<file path="src/rtl/dmem_arb_pkg.sv">
// ----------------------------------------------------------------------------
// dmem_arb_pkg
// Shared types and constants for the data-memory arbiter slice.
//   arb_owner_t        : which requester drives the memory port this cycle
//   starve_cnt_width() : bit width of the starvation counter for a given limit
//   DEF_*              : default parameter values for dmem_arbiter
// No ports (package).
// ----------------------------------------------------------------------------
package dmem_arb_pkg;

    localparam int DEF_STARVE_MAX = 4;
    localparam int DEF_AW         = 32;
    localparam int DEF_DW         = 32;

    typedef enum logic [1:0] {
        OWN_NONE = 2'd0,
        OWN_CORE = 2'd1,
        OWN_DMA  = 2'd2
    } arb_owner_t;

    // Counter must be able to hold the value STARVE_MAX itself.
    function automatic int starve_cnt_width(input int starve_max);
        return $clog2(starve_max + 1);
    endfunction

endpackage

</file>
<file path="src/rtl/dmem_arb_perf.sv">
// ----------------------------------------------------------------------------
// dmem_arb_perf
// Performance counters for the arbiter; only instantiated when the top is
// built with DMEM_ARB_PERF_EN. All counters wrap at 2^32.
// Ports:
//   clk, reset        : clock, asynchronous active-high reset
//   owner_i           : port owner this cycle
//   stall_i           : core stall strobe this cycle
//   perf_core_cnt_o   : number of cycles the core was granted
//   perf_dma_cnt_o    : number of DMA grants
//   perf_stall_cnt_o  : number of core stall cycles
// ----------------------------------------------------------------------------
module dmem_arb_perf
    import dmem_arb_pkg::*;
(
    input  logic        clk,
    input  logic        reset,
    input  arb_owner_t  owner_i,
    input  logic        stall_i,
    output logic [31:0] perf_core_cnt_o,
    output logic [31:0] perf_dma_cnt_o,
    output logic [31:0] perf_stall_cnt_o
);

    logic [31:0] core_cnt_q,  core_cnt_d;
    logic [31:0] dma_cnt_q,   dma_cnt_d;
    logic [31:0] stall_cnt_q, stall_cnt_d;

    always_comb begin
        core_cnt_d  = core_cnt_q  + {31'd0, (owner_i == OWN_CORE)};
        dma_cnt_d   = dma_cnt_q   + {31'd0, (owner_i == OWN_DMA)};
        stall_cnt_d = stall_cnt_q + {31'd0, stall_i};
    end

    always_ff @(posedge clk or posedge reset) begin
        if (reset) begin
            core_cnt_q  <= '0;
            dma_cnt_q   <= '0;
            stall_cnt_q <= '0;
        end else begin
            core_cnt_q  <= core_cnt_d;
            dma_cnt_q   <= dma_cnt_d;
            stall_cnt_q <= stall_cnt_d;
        end
    end

    assign perf_core_cnt_o  = core_cnt_q;
    assign perf_dma_cnt_o   = dma_cnt_q;
    assign perf_stall_cnt_o = stall_cnt_q;

endmodule

</file>
<file path="src/rtl/dmem_arbiter.sv">
// ----------------------------------------------------------------------------
// dmem_arbiter
// Shares the single data-memory port between the ARM core data interface and
// a DMA/loader. The core wins by fixed priority; a starvation counter forces
// a DMA grant after STARVE_MAX consecutive lost contested cycles, stalling
// the core for that one cycle.
// Optional feature: define DMEM_ARB_PERF_EN to add perf_core_cnt,
// perf_dma_cnt and perf_stall_cnt (32-bit wrapping event counters).
// Ports:
//   clk, reset                          : clock, async active-high reset
//   core_req/we/addr/wdata, core_rdata  : core access, same-cycle load data
//   core_stall                          : core must re-present its access
//   dma_req/we/addr/wdata, dma_gnt      : DMA request, accepted at this edge
//   dma_rvalid, dma_rdata               : registered DMA read response
//   mem_we/addr/wdata, mem_rdata        : memory port (combinational read)
// ----------------------------------------------------------------------------
module dmem_arbiter
    import dmem_arb_pkg::*;
#(
    parameter int STARVE_MAX = DEF_STARVE_MAX,
    parameter int AW         = DEF_AW,
    parameter int DW         = DEF_DW
) (
    input  logic          clk,
    input  logic          reset,
    input  logic          core_req,
    input  logic          core_we,
    input  logic [AW-1:0] core_addr,
    input  logic [DW-1:0] core_wdata,
    output logic [DW-1:0] core_rdata,
    output logic          core_stall,
    input  logic          dma_req,
    input  logic          dma_we,
    input  logic [AW-1:0] dma_addr,
    input  logic [DW-1:0] dma_wdata,
    output logic          dma_gnt,
    output logic          dma_rvalid,
    output logic [DW-1:0] dma_rdata,
    output logic          mem_we,
    output logic [AW-1:0] mem_addr,
    output logic [DW-1:0] mem_wdata,
    input  logic [DW-1:0] mem_rdata
`ifdef DMEM_ARB_PERF_EN
    ,
    output logic [31:0]   perf_core_cnt,
    output logic [31:0]   perf_dma_cnt,
    output logic [31:0]   perf_stall_cnt
`endif
);

    localparam int            CW         = starve_cnt_width(STARVE_MAX);
    localparam logic [CW-1:0] STARVE_LIM = CW'(STARVE_MAX);

    arb_owner_t    owner;
    logic [CW-1:0] starve_q,   starve_d;
    logic          rvalid_q,   rvalid_d;
    logic [DW-1:0] rdata_q,    rdata_d;

    // Owner select: core by priority, DMA only when uncontested or starved.
    always_comb begin
        // NOTE: every signal assigned in always_comb gets a default first so
        // no path leaves it unassigned, which would infer a latch.
        owner = OWN_NONE;
        if (core_req && dma_req) begin
            owner = (starve_q == STARVE_LIM) ? OWN_DMA : OWN_CORE;
        end else if (core_req) begin
            owner = OWN_CORE;
        end else if (dma_req) begin
            owner = OWN_DMA;
        end
    end

    // Memory port mux and handshake strobes.
    always_comb begin
        mem_we     = 1'b0;
        mem_addr   = core_addr;
        mem_wdata  = core_wdata;
        dma_gnt    = 1'b0;
        core_stall = 1'b0;
        core_rdata = mem_rdata;
        unique case (owner)
            OWN_CORE: mem_we = core_we;
            OWN_DMA: begin
                mem_we     = dma_we;
                mem_addr   = dma_addr;
                mem_wdata  = dma_wdata;
                dma_gnt    = 1'b1;
                core_stall = core_req;
            end
            default: ;
        endcase
        // Strobes are gated during reset so no partial write or grant escapes.
        if (reset) begin
            mem_we     = 1'b0;
            dma_gnt    = 1'b0;
            core_stall = 1'b0;
        end
    end

    // Starvation counter and DMA read-response next state.
    always_comb begin
        if (!dma_req || owner == OWN_DMA) begin
            starve_d = '0;
        end else if (starve_q == STARVE_LIM) begin
            starve_d = starve_q;
        end else begin
            starve_d = starve_q + 1'b1;
        end
        rvalid_d = (owner == OWN_DMA) && !dma_we;
        rdata_d  = rvalid_d ? mem_rdata : rdata_q;
    end

    always_ff @(posedge clk or posedge reset) begin
        // NOTE: sequential state uses non-blocking assignments so every
        // register samples the pre-edge values of the others.
        if (reset) begin
            starve_q <= '0;
            rvalid_q <= 1'b0;
            rdata_q  <= '0;
        end else begin
            starve_q <= starve_d;
            rvalid_q <= rvalid_d;
            rdata_q  <= rdata_d;
        end
    end

    assign dma_rvalid = rvalid_q;
    assign dma_rdata  = rdata_q;

`ifdef DMEM_ARB_PERF_EN
    dmem_arb_perf u_perf (
        .clk              (clk),
        .reset            (reset),
        .owner_i          (owner),
        .stall_i          (core_stall),
        .perf_core_cnt_o  (perf_core_cnt),
        .perf_dma_cnt_o   (perf_dma_cnt),
        .perf_stall_cnt_o (perf_stall_cnt)
    );
`endif

endmodule

</file>
<file path="config.mk">
export PLATFORM = sky130hd
export DESIGN_NAME = dmem_arbiter
export DESIGN_NICKNAME = d
export VERILOG_FILES = /design/src/rtl/dmem_arb_pkg.sv /design/src/rtl/dmem_arb_perf.sv /design/src/rtl/dmem_arbiter.sv
export SDC_FILE = /design/constraint.sdc
export NUM_CORES = 1
export LEC_CHECK = 0
export CORE_AREA = 4 4 112 114
export CTS_BUF_LIST = sky130_fd_sc_hd__clkbuf_8
export DETAILED_ROUTE_END_ITERATION = 10
export DIE_AREA = 0 0 116 118
export GPL_ROUTABILITY_DRIVEN = 0
export PLACE_DENSITY = 0.66
export SLEW_MARGIN = 20
export SYNTH_ARGS = -nofsm -noshare
export SYNTH_HDL_FRONTEND = slang
export SYNTH_SLANG_ARGS = --single-unit
</file>
<file path="constraint.sdc">
create_clock -name clk -period 2.8 [get_ports clk]
set_clock_uncertainty 0.1 [all_clocks]
set_input_delay 0.28 -clock clk [delete_from_list [all_inputs] [get_ports clk]]
set_output_delay 0.28 -clock clk [all_outputs]
set_load 0.03 [all_outputs]
</file>
Word level (Yosys, flattened, before mapping) --
Cells that the tools add are included.
Storage, ports and cells: register bits 36, input bits 166, output and inout bits 132, logic and storage cells 27
Cells by class: add/sub/neg operators 1, equal/unequal tests 4, mux-type cells 14, reduce and logical (&&, ||, !) cells 5
Operators with widths (count):
- $mux W32 | 2
- $mux W2 | 4
- $mux W3 | 2
- $mux W1 | 5
- $add A3 B1 Y3 const B | 1
- $eq A3 B3 Y1 const B | 1
- $eq A2 B1 Y1 const B | 1
- $eq A2 B2 Y1 const B | 1
- $logic_and A1 B1 Y1 | 2
- $logic_not A1 Y1 | 2
- $ne A2 B2 Y1 const B | 1
- $pmux W1 S2 | 1
- $logic_or A1 B1 Y1 | 1

Longest topological paths before layout --
depth after elaboration 6, mapped depth 7, depth with buffers taken out 5

Worst setup path after synthesis --
Ideal clock, no wire load.
kind register -> output, start register starve_q[0], end output port mem_addr[0], arrival time 1.609 ns, slack 0.811 ns, stages on the path, launching flop included 8, buffers on the path 2, cell sequence dfrtp_1 inv_1 ha_1 a21bo_2 nand2_1 buf_6 buf_6 mux2_2
On the way: cells in the longest elaborated chain, start to end 5
Ends and longest elaborated chain:
- from (decl) | line dmem_arbiter.sv:55 | logic [CW-1:0] starve_q, starve_d;
- from (signal assigned) | line dmem_arbiter.sv:121 | starve_q <= starve_d;
- $eq A3 B3 Y1 | line dmem_arbiter.sv:65 | owner = (starve_q == STARVE_LIM) ? OWN_DMA : OWN_CORE;
- $mux W2 | line dmem_arbiter.sv:65
- $mux W2 | line dmem_arbiter.sv:64 | if (core_req && dma_req) begin
- $eq A2 B2 Y1 | line dmem_arbiter.sv:81 | unique case (owner)
- $mux W32 | line dmem_arbiter.sv:81
- to (decl) | line dmem_arbiter.sv:40 | output logic [AW-1:0] mem_addr,
Every way passes these cells.

Final worst setup path --
start register starve_q[0], end output port mem_wdata[18]
On the way: cells in the longest elaborated chain, start to end 5
Ends and longest elaborated chain:
- $eq A3 B3 Y1 | line dmem_arbiter.sv:65
- $mux W2 | line dmem_arbiter.sv:65
- $mux W2 | line dmem_arbiter.sv:64
- $eq A2 B2 Y1 | line dmem_arbiter.sv:81
- $mux W32 | line dmem_arbiter.sv:81
- to (decl) | line dmem_arbiter.sv:41 | output logic [DW-1:0] mem_wdata,
Every way passes these cells.

==> flow_metrics.py <==
metrics = {
    "critical_path": {
        "rr_endpoint": "dma_rdata[13]$_DFFE_PP0P_",
        "cp.arrival_ns": 2.28,
        "path_max_fanout": 23,
        "setup.worst_path.end_class": "output port",
        "rr_startpoint": "starve_q[0]$_DFFE_PP0P_",
        "reg2reg_depth": 6,
        "worstPathRequired_ns": 2.42,
        "crit_type": "reg -> out",
        "cp-start-kind": "register",
        "rrSetupSlack_ns": 0.82,
    },
    "min_path": {
        "min_to": "starve_q[0]$_DFFE_PP0P_",
        "worstHoldStart": "starve_q[0]$_DFFE_PP0P_",
        "hold_depth": 1,
        "min_path_type": "reg -> reg",
    },
    "global_routing": {
        "grt_start_max_net_pins": 37,
        "grt_pass1_vias": 2755,
        "grt_overflow": 0,
        "track_usage_pct": 14.5,
        "grt_pass1_wl_um": 15300,
        "antenna_found_initial": 0,
    },
    "finish": {
        "drive_gt1_share_pct": 29.9,
        "antennaDiodeCount": 0,
        "post-route-util_pct": 46.6,
        "finalNetCount": 629,
        "layout_common_cells": "233 x clkdlybuf4s50_1, 96 x mux2_2, 38 x dlygate4sd2_1, 36 x dfrtp_1, 29 x buf_4",
        "final_common_cell": "clkdlybuf4s50_1",
        "syn_to_final_growth_pct": 116,
    },
    "sta": {
        "finalSetupViolCount": 0,
        "period_share_pct": 94.9,
        "setup_tns_ns": 0,
        "fmax_mhz": 376,
        "hold_viol": 0,
        "setup_slack_ns": 0.141,
        "tightest_slew_ns": 0.455,
        "hold_ws_ns": 0.383,
        "finalMaxSlewViolations": 0,
        "rsz0062_at_grt": "no",
        "worst_slew_margin_rel_pct": 69.7,
        "layout_min_cycle_time_ns": 2.66,
    },
    "floorplanning": {
        "fp.dieW_um": 116,
        "start_util_pct": 21.6,
        "fp.dieH_um": 118,
        "dieArea_um2": 13700,
        "ios": 298,
        "num_rows": 39,
        "core_region_area_um2": 11400,
    },
    "pwr": {
        "peakVddDrop_mv": 0.281,
        "power.leakage_nw": 2.20,
        "p_per_area_nw_per_um2": 422,
    },
    "synthesis": {
        "netlist_instances": 194,
        "syn_avg_cell_area_um2": 12.7,
        "synth_area_leaders": "mux2_2 44%, dfrtp_1 37%, buf_4 9.7%",
        "synthesis.area_um2": 2470,
        "ys_ff_latch": 36,
        "syn_nets": 362,
        "yosysTopAreaCell": "mux2_2",
        "yosys_warnings": 0,
        "netlist-cell-type-count": 17,
        "synth_top_area_share_pct": 43.8,
        "yosysSeqAreaShare_pct": 36.5,
    },
    "routing": {
        "routed-via-count": 2479,
        "antenna_left": 0,
        "drt_iter0_markers": 38,
        "wire_per_inst_um": 17.6,
        "via_per_inst": 4.10,
        "wl_um": 10600,
        "drc": 0,
        "dr.pass1.iters": 4,
    },
    "clock_tree": {
        "clk_path_buf_depth": 2,
        "clock-sinks": 36,
        "cts_tree": "yes",
        "clock_latency_ns": 0.28,
        "cts_setup_buffers": 0,
        "h-tree-depth": 2,
        "cts_root_buf": "clkbuf_8",
        "ctsHoldBuffers": 0,
        "cts.clk_slew.worst_paths_ns": 0.07,
        "cts_buffers": 5,
    },
    "place": {
        "portBuffers": 297,
        "dp_slack_ns": 0.0995,
        "dpl.hpwl_um": 9430,
    },
    "job": {
        "max-cap-violations": 0,
    },
    "run_status": {
        "outcome": "completed",
    },
}
per-layer routing:
layer | up-vias | GRT usage [%] | part of all wire [%]
li1 | 1193 | - | -
met2 | 155 | 28.5 | 56
met3 | 9 | 4.37 | 10
met1 | 1122 | 14.3 | 32
met4 | 0 | 3.55 | 1.6
met5 | - | 0 | 0
what timing repair did:
action / 4_1_cts / 5_1_grt
resized for setup: 38 / 0
endpoints found under the setup margin: 38 / 0
endpoints found under the hold margin: 0 / 0
worst max path at each step:
stage                    end  cells past startpoint                    start  slack (ns)
4_1_cts        mem_wdata[18]                      8  starve_q[0]$_DFFE_PP0P_        0.10
6_report       mem_wdata[18]                      8  starve_q[0]$_DFFE_PP0P_        0.14
3_3_place_gp     mem_addr[9]                      6                 core_req        0.11
2_1_floorplan    mem_addr[0]                      7  starve_q[0]$_DFFE_PP0P_        0.81
5_1_grt        mem_wdata[18]                      8  starve_q[0]$_DFFE_PP0P_        0.02
3_5_place_dp     mem_addr[3]                      6                 core_req         0.1
power by group:
group	internal [mW]	total (mW)	switching, mW
Combinational	0.613	1.21	0.602
Clock	0.196	0.374	0.178
Sequential	0.611	0.652	0.0419
stage by stage:
| step | power [mW] | cell area [um2] | cells |
|---|---|---|---|
| 2_1_floorplan | 1.30 | 2470 | 194 |
| 3_3_place_gp | 1.91 | 5270 | 597 |
| 3_5_place_dp | 1.93 | 5270 | 597 |
| 4_1_cts | 2.29 | 5320 | 605 |
| 5_1_grt | 2.35 | 5320 | 605 |
| 6_report | 2.24 | 5320 | 605 |
cell usage after synthesis:
| cell | instances |
|---|---|
| nand2_1 | 2 |
| buf_6 | 9 |
| xnor2_1 | 1 |
| buf_4 | 32 |
| inv_1 | 3 |
| a21boi_2 | 1 |
| and3_1 | 1 |
| dfrtp_1 | 36 |
| mux2_2 | 96 |
| a21bo_2 | 1 |
| ha_1 | 2 |
| nor3b_4 | 1 |
| buf_2 | 1 |
| nor3b_1 | 1 |
| nand3_1 | 3 |
| a21oi_1 | 1 |
| nor2_1 | 3 |
worst max-delay path, stage by stage (launching register included):
cell and delay [ns]:
dfrtp_1 0.39, inv_1 0.06, ha_1 0.24, a21bo_2 0.24, nand2_2 0.12, buf_12 0.19
buf_4 0.22, mux2_2 0.36, buf_4 0.18
layout make-up:
type / instances / area (um2)
clock inverter: 2 / 11.3
timing repair buffer: 302 / 2920
sequential: 36 / 901
tap: 143 / 179
inverter: 3 / 11.3
clock buffer: 6 / 82.6
multi-input combinational: 113 / 1210
fill: 1072 / 6100
flip-flops by register name, indices dropped and copies added (netlist names):
register / cells
dma_rvalid: 1
starve_q: 3
dma_rdata: 32
logic make-up (layout without fill, tap and decap cells):
logic type               after synthesis  in the layout  synth area share, %
multiplexers                          96             96                 43.8
buffers and inverters                 45            313                 14.5
flip-flops                            36             36                 36.5
AND/OR/NAND/NOR                       11             11                 2.69
AO/OA/AOI/OAI                          3              3                 1.07
adder cells (fa/ha/maj)                2              2                 1.01
XOR/XNOR                               1              1                0.355
(Power assumes the default switching activity.)
